File: config.mk
export PLATFORM = sky130hd
export DESIGN_NAME = char_fifo
export DESIGN_NICKNAME = d
export VERILOG_FILES = /design/src/rtl/char_fifo_pkg.sv /design/src/rtl/char_fifo_mem.sv /design/src/rtl/char_fifo.sv
export SDC_FILE = /design/constraint.sdc
export NUM_CORES = 1
export LEC_CHECK = 0
export ABC_CLOCK_PERIOD_IN_PS = 3450
export CORE_ASPECT_RATIO = 1.75
export CORE_UTILIZATION = 60
export CTS_BUF_LIST = sky130_fd_sc_hd__clkbuf_2 sky130_fd_sc_hd__clkbuf_4 sky130_fd_sc_hd__clkbuf_8
export CTS_CLUSTER_DIAMETER = 200
export DETAILED_ROUTE_END_ITERATION = 6
export PLACE_DENSITY = 0.9
export SLEW_MARGIN = 40
export SYNTH_ARGS = -nofsm -noshare
export SYNTH_HDL_FRONTEND = slang
export SYNTH_HIERARCHICAL = 1
export SYNTH_SLANG_ARGS = --single-unit
File: constraint.sdc
create_clock -name clk -period 3.45 [get_ports clk]
set_clock_uncertainty 0.05 [all_clocks]
set_input_delay 0.345 -clock clk [delete_from_list [all_inputs] [get_ports clk]]
set_output_delay 0.345 -clock clk [all_outputs]
set_load 0.03 [all_outputs]
File: src/rtl/char_fifo_pkg.sv
// Shared constants for the char_fifo block: active-low strobe levels,
// default depth and the pointer width derived from it.
package char_fifo_pkg;

    // Active-low strobe levels used across the board.
    localparam logic nT = 1'b0;
    localparam logic nF = 1'b1;

    // Default log2 entry count and matching pointer width (one extra MSB
    // distinguishes full from empty when the addresses coincide).
    localparam int CHAR_FIFO_DEPTH_LOG2 = 3;

    function automatic int ptr_width(input int depth_log2);
        return depth_log2 + 1;
    endfunction

    localparam int CHAR_FIFO_PTR_W = ptr_width(CHAR_FIFO_DEPTH_LOG2);

    // True when an active-low strobe is asserted.
    function automatic logic asserted(input logic n_sig);
        return n_sig == nT;
    endfunction

endpackage

File: src/rtl/char_fifo_mem.sv
// Storage array for char_fifo: one synchronous write port and one
// asynchronous read port. Contents are never cleared.
module char_fifo_mem #(
    parameter int DEPTH_LOG2 = 3,
    parameter int WIDTH      = 8
) (
    input  logic                  clk,
    input  logic                  we,
    input  logic [DEPTH_LOG2-1:0] waddr,
    input  logic [WIDTH-1:0]      wdata,
    input  logic [DEPTH_LOG2-1:0] raddr,
    output logic [WIDTH-1:0]      rdata
);

    logic [WIDTH-1:0] mem [2**DEPTH_LOG2];

    // Capture the incoming character into the addressed slot.
    always_ff @(posedge clk) begin
        if (we) begin
            mem[waddr] <= wdata;
        end
    end

    assign rdata = mem[raddr];

endmodule

File: src/rtl/char_fifo.sv
// char_fifo: first-word-fall-through byte FIFO behind chargen.
// Pointers, flags and sticky error bits live here; storage is char_fifo_mem.
// Optional build macro: CHAR_FIFO_ALMOST_FULL_EN adds the n_afull output.
module char_fifo
    import char_fifo_pkg::*;
#(
    parameter int DEPTH_LOG2 = CHAR_FIFO_DEPTH_LOG2,
    parameter int WIDTH      = 8,
    parameter int AF_LEVEL   = 6
) (
    input  logic                  clk,
    input  logic                  n_rst,
    input  logic                  n_wr,
    input  logic [WIDTH-1:0]      din,
    input  logic                  n_rd,
    output logic [WIDTH-1:0]      dout,
    output logic                  n_empty,
    output logic                  n_full,
    output logic [DEPTH_LOG2:0]   count,
    output logic                  n_ovf,
`ifdef CHAR_FIFO_ALMOST_FULL_EN
    output logic                  n_afull,
`endif
    output logic                  n_udf
);

    localparam int PTR_W = ptr_width(DEPTH_LOG2);

    // Elaboration guard on the almost-full threshold.
    if (AF_LEVEL < 1 || AF_LEVEL > (1 << DEPTH_LOG2)) begin : g_af_range
        $error("char_fifo: AF_LEVEL outside 1..2**DEPTH_LOG2");
    end

    logic [PTR_W-1:0] wr_ptr;
    logic [PTR_W-1:0] rd_ptr;
    logic [WIDTH-1:0] head;
    logic [WIDTH-1:0] dout_hold;
    logic             ovf_r;
    logic             udf_r;
    logic             is_empty;
    logic             is_full;
    logic             wr_req;
    logic             rd_req;
    logic             wr_go;
    logic             rd_go;
    logic             mem_we;

    assign is_empty = (wr_ptr == rd_ptr);
    assign is_full  = (wr_ptr[DEPTH_LOG2-1:0] == rd_ptr[DEPTH_LOG2-1:0]) &&
                      (wr_ptr[DEPTH_LOG2] != rd_ptr[DEPTH_LOG2]);

    assign wr_req = asserted(n_wr);
    assign rd_req = asserted(n_rd);

    // A full FIFO still accepts a write when a pop frees the head slot on
    // the same edge; an empty FIFO never pops, so a concurrent write just
    // lands and shows up on dout one cycle later.
    assign wr_go  = wr_req && (!is_full || rd_req);
    assign rd_go  = rd_req && !is_empty;
    assign mem_we = wr_go && (n_rst == nF);

    char_fifo_mem #(
        .DEPTH_LOG2 (DEPTH_LOG2),
        .WIDTH      (WIDTH)
    ) u_mem (
        .clk   (clk),
        .we    (mem_we),
        .waddr (wr_ptr[DEPTH_LOG2-1:0]),
        .wdata (din),
        .raddr (rd_ptr[DEPTH_LOG2-1:0]),
        .rdata (head)
    );

    // Advance pointers on accepted writes/pops; reset overrides strobes.
    always_ff @(posedge clk) begin
        if (n_rst == nT) begin
            wr_ptr <= '0;
            rd_ptr <= '0;
        end else begin
            if (wr_go) begin
                wr_ptr <= wr_ptr + PTR_W'(1);
            end
            if (rd_go) begin
                rd_ptr <= rd_ptr + PTR_W'(1);
            end
        end
    end

    // Sticky error flags: overflow on a dropped write, underflow on a
    // read of an empty FIFO with no write alongside it.
    always_ff @(posedge clk) begin
        if (n_rst == nT) begin
            ovf_r <= nF;
            udf_r <= nF;
        end else begin
            if (wr_req && !rd_req && is_full) begin
                ovf_r <= nT;
            end
            if (rd_req && !wr_req && is_empty) begin
                udf_r <= nT;
            end
        end
    end

    // Remember the last head shown so dout holds steady once drained.
    always_ff @(posedge clk) begin
        if (n_rst == nT) begin
            dout_hold <= '0;
        end else if (!is_empty) begin
            dout_hold <= head;
        end
    end

    assign dout    = is_empty ? dout_hold : head;
    assign count   = wr_ptr - rd_ptr;
    assign n_empty = is_empty ? nT : nF;
    assign n_full  = is_full  ? nT : nF;
    assign n_ovf   = ovf_r;
    assign n_udf   = udf_r;

`ifdef CHAR_FIFO_ALMOST_FULL_EN
    localparam logic [PTR_W-1:0] AF_THRESH = PTR_W'(AF_LEVEL);

    assign n_afull = (count >= AF_THRESH) ? nT : nF;
`endif

endmodule

=== Word-level counts from Yosys, hierarchy flattened ===
Memories as Yosys holds them, arrays and structs flattened. A register that Yosys moved wholly into a read port is not among the register bits.
Cells that the tools add are included.

* Flip-flop bits (word level): 18
* Output and inout port bits: 16
* Memory bits (writable): 64
* Memories: 1
* Input port bits: 12
* Logic and storage cells: 32

* Multiplexer cells: 7
* Reductions and logical operators: 11
* Bitwise logic cells: 2
* Equality and inequality tests: 3
* Add/subtract/negate cells: 3

{| class="wikitable"
|+ Memories
! name !! words !! width !! rd ports !! clocked after Yosys merged registers in !! wr ports !! line !! RTL
|-
| u_mem.mem || 8 || 8 || 1 || 1 || 1 || char_fifo_mem.sv:15 || <nowiki>logic [WIDTH-1:0] mem [2**DEPTH_LOG2];</nowiki>
|}

{| class="wikitable"
|+ Operator list
! kind !! count
|-
| adder 4 x 1 -> 4 bit, second input constant || 2
|-
| logical AND 1 bit || 8
|-
| two-way mux 8 bit || 1
|-
| two-way mux 3 bit || 2
|-
| equality test 4 bit || 1
|-
| two-way mux 1 bit || 4
|-
| subtractor 4 bit || 1
|-
| equality test 3 bit || 1
|-
| zero test 1 bit || 2
|-
| NOT 1 bit || 2
|-
| logical OR 1 bit || 1
|-
| inequality test 1 bit || 1
|}

=== Longest topological paths before layout ===
* Word-level depth: 8
* Gate-level depth with buffers: 8
* Depth with buffers taken out: 7

=== Modules after synthesis ===
Netlist, hierarchy kept.

{| class="wikitable"
|+ By module, submodules not included
! module !! area each (um^2) !! cells an instance !! seq. area each (um^2) !! instances
|-
| char_fifo_mem || 2531.2 || 106 || 1921.8 || 1
|-
| char_fifo || 955.9 || 94 || 360.3 || 1
|}

=== Worst setup path after synthesis ===
Ideal clock, no wire load.

* Kind: register -> register
* Start point: register wr_ptr[0]
* End point: memory u_mem.mem[0][0], enable pin
* Data arrival time: 2.212 ns
* Setup slack: 0.805 ns
* Data required time: 3.017 ns
* Clock period less this slack: 2.645 ns
* Buffers on the path: 1
* Library setup time: 0.383 ns
* Cell stages (with the launch flop): 9
* Path through: dfxtp_1 > inv_1 > ha_1 > and3_1 > clkbuf_4 > a31oi_4 > and2_1 > nand2b_1 > nor3_1

* Word-level cells in the longest chain between the ends: 8

{| class="wikitable"
|+ RTL lines
! item !! line !! RTL
|-
| start: declaration || char_fifo.sv:34 || <nowiki>logic [PTR_W-1:0] wr_ptr;</nowiki>
|-
| start signal: assignment || char_fifo.sv:81 || <nowiki>wr_ptr <= wr_ptr + PTR_W'(1);</nowiki>
|-
| equality test 3 bit || char_fifo.sv:49 || <nowiki>assign is_full = (wr_ptr[DEPTH_LOG2-1:0] == rd_ptr[DEPTH_LOG2-1:0]) &&</nowiki>
|-
| logical AND 1 bit || char_fifo.sv:49 ||
|-
| zero test 1 bit || char_fifo.sv:58 || <nowiki>assign wr_go = wr_req && (!is_full || rd_req);</nowiki>
|-
| logical OR 1 bit || char_fifo.sv:58 ||
|-
| logical AND 1 bit || char_fifo.sv:58 ||
|-
| logical AND 1 bit || char_fifo.sv:60 || <nowiki>assign mem_we = wr_go && (n_rst == nF);</nowiki>
|-
| via mem_we || char_fifo.sv:46 || <nowiki>logic mem_we;</nowiki>
|-
| two-way mux 1 bit || char_fifo_mem.sv:19 || <nowiki>if (we) begin</nowiki>
|-
| two-way mux 1 bit (implied by the code) || char_fifo_mem.sv:20 || <nowiki>mem[waddr] <= wdata;</nowiki>
|-
| end: declaration || char_fifo_mem.sv:15 ||
|}

The timed path passes the listed nets, and every way through them passes these cells.

=== Worst setup path in the final report ===
* Start point: register wr_ptr[0]
* End point: output port dout[3]

* Word-level cells in the longest chain between the ends: 2

{| class="wikitable"
|+ RTL lines
! item !! line !! RTL
|-
| equality test 4 bit || char_fifo.sv:48 || <nowiki>assign is_empty = (wr_ptr == rd_ptr);</nowiki>
|-
| two-way mux 8 bit || - ||
|-
| end: declaration || char_fifo.sv:16 || <nowiki>output logic [WIDTH-1:0] dout,</nowiki>
|}

No other way between the ends.

==> impl_metrics.ini <==
[floorplanning]
ios = 28
die_width_um = 59.6
num_rows = 36
die-height_um = 103
core_area_um2 = 5590
die-area_um2 = 6130
initial_utilization = 0.624

[setup_path]
critPathMaxStageDelay_ns = 0.59
crit_chain = inv_1, ha_1, and3_1, nand2_4, mux2_4, clkdlybuf4s50_1
worstPathMaxFanout = 10
slowest_stage = clkdlybuf4s50_1
setup.worst_path.end_class = output pin
crit_arrival_ns = 2.78
required_ns = 3.05
critPathLaunchType = flip-flop
setup.worst_path.class = flip-flop to output pin

[layout]
antenna_cells = 0
drive_gt1_frac = 0.202
finalNetCount = 260
design_area_um2 = 4050
syn_to_final_growth_pct = 16.3
fillers = 365

[detailed_routing]
vias_per_cell = 5.67
vias = 1833
wl_um = 5990
drc_errors = 0
dr.pass1.iters = 6
drtAntennaViolNets = 0
drtIter0Drc = 122
post_drt_wl_per_cell_um = 18.5

[synthesis]
synth-simple-area-share = 0.0710
seq_area_frac_synth = 0.654
syn_avg_cell_area_um2 = 17.4
syn_area_um2 = 3490
yosysTopAreaCellShare = 0.551
netlist.top_cell.by_area = edfxtp_1
synth_compound_area_frac = 0.0179
synth_top_family_by_area = multiplexers
synthTopCellsByArea = edfxtp_1 (55%), mux4_1 (11%), dfxtp_1 (10%)
synthAdderAreaFrac = 0.0237
synth_nets = 218
synthXorXnorAreaFrac = 0.0172
synthMuxAreaShare = 0.191
yosys_warnings = 6
synth_cell_types = 34
ys_ff_latch = 82
syn_inst = 200

[clock_network]
clk_pin_slew_ns = 0.08
ctsResizeCount = 0
clk_latency_ns = 0.34
cts_buffer_depth = 2
cts_tree = done
clkSinkCount = 82
cts_htree_levels = 3
ctsHoldBuffers = 0
numCtsBuffers = 9
cts_root_buf = clkbuf_8
cts_setup_buffers = 0

[global_route]
grt_antenna_before_repair = 0
grt_usage = 0.229
grt_pass1_vias = 1841
grt_pass1_wl_um = 9410
grt_overflow = 0
grt_max_degree = 26

[timing]
period_minus_slack_ns = 3.18
hold_viol = 0
drv_slew = 0
worstMarginPinSlew_ns = 0.392
setup_viol = 0
fin_tns_setup_ns = 0
slew_headroom = 0.738
post-route-period-util = 0.920
rsz0062_at_grt = no
fmax_ghz = 0.315

[outcome]
status = finished, final reports clean

[pwr]
peakVddDrop_mv = 0.350
power_density_nw_per_um2 = 597
power.leakage_uw = 0.00144

[place]
hpwl_um = 3960
gp_routability_congestion = 0.721
port-buffer-count = 27
placed_area_um2 = 3880

[run]
max_cap_viol_count = 0

[hold_path]
hold_path.class = flip-flop to flip-flop
-- layer usage --
metal / global-route usage / up-vias / wire, um
met5: 0 / - / 0
met4: 0.152 / 0 / 137
met3: 0.0577 / 8 / 247
met2: 0.370 / 60 / 3270
met1: 0.268 / 915 / 2330
li1: - / 850 / -
-- metrics by stage --
stage | hold slack (ns) | power (uW) | worst slack [ns] | cells | util
5_1_grt | 0.450 | 2530 | 0.167 | 323 | 0.726
6_report | 0.428 | 2420 | 0.274 | 323 | 0.726
2_1_floorplan | 0.394 | 1650 | 0.805 | 200 | -
4_1_cts | 0.436 | 2440 | 0.249 | 323 | 0.726
3_3_place_gp | 0.401 | 1830 | 0.686 | 307 | 0.695
3_5_place_dp | 0.424 | 1850 | 0.669 | 307 | 0.695
-- report_power, final --
group          internal (uW)  total (uW)  switching [uW]
clock                    290         599             309
combinational            342         694             352
sequential              1110        1130            17.3
-- worst max-delay path, delay by kind of cell, from the launching register on --
kind / cells / cell delay, ns
adder cells (fa/ha/maj): 1 / 0.31
buffers and inverters: 2 / 0.71
multiplexers: 1 / 0.35
flip-flops: 1 / 0.49
AND/OR/NAND/NOR: 2 / 0.58
-- worst paths after layout --
| path | from | end | slack, ns | depth (start not counted) |
|---|---|---|---|---|
| max reg2reg | wr_ptr[0] | u_mem/mem[2][4] | 0.71 | 8 |
| min reg2reg | n_ovf | n_ovf | 0.43 | 2 |
| min | n_ovf | n_ovf | 0.43 | 2 |
| max | wr_ptr[0] | dout[3] | 0.27 | 6 |
-- cells in the final DEF, fill, tap and decap left out, types with 2 or more instances in the layout --
| master | count |
|---|---|
| nand2_1 | 14 |
| and2_1 | 9 |
| edfxtp_1 | 64 |
| buf_4 | 12 |
| mux2i_1 | 4 |
| nor3_1 | 2 |
| inv_1 | 7 |
| and2_4 | 2 |
| ha_1 | 5 |
| nor2_1 | 6 |
| clkbuf_8 | 9 |
| nand2b_1 | 7 |
| o21ai_0 | 4 |
| dfxtp_1 | 18 |
| mux4_1 | 15 |
| mux2_4 | 8 |
| clkdlybuf4s50_1 | 27 |
| xor2_1 | 2 |
| nand3_1 | 3 |
| xnor2_1 | 3 |
| nand4_1 | 2 |
| mux2_2 | 8 |
| clkbuf_4 | 4 |
-- synth_stat cells (all sizes together) --
master,instances
nand2b,7
fa,1
nor3,2
nor2,6
edfxtp,64
mux2i,4
ha,5
buf,4
o21ai,4
a31oi,1
mux4,16
a21o,1
and3,1
nand4,2
a21oi,2
xor2,2
dfxtp,18
mux2,16
nand3,3
nand2,15
and2,11
xnor2,4
clkbuf,4
inv,7
-- state kept, by name, indices dropped and copies added (netlist names) --
name	flops
u_mem/mem	64
wr_ptr	4
dout_hold	8
n_ovf	1
rd_ptr	4
n_udf	1
-- logic make-up (layout without fill, tap and decap cells) --
group	Yosys count	after routing
XOR/XNOR	6	6
AO/OA/AOI/OAI	8	8
adder cells (fa/ha/maj)	6	6
multiplexers	36	36
flip-flops	82	82
AND/OR/NAND/NOR	47	47
buffers and inverters	15	62
-- area by class of cell --
| cell class | count | area [um2] | area share |
|---|---|---|---|
| repair buffers | 39 | 360 | 0.0889 |
| clock inverters | 3 | 16.3 | 0.00401 |
| multi-input cells | 103 | 1120 | 0.276 |
| well taps | 76 | 95.1 | 0.0235 |
| inverters | 7 | 26.3 | 0.00648 |
| flip-flops and latches | 82 | 2280 | 0.563 |
| clock buffers | 13 | 154 | 0.0380 |
No activity file was read; power rests on OpenSTA's default activity.
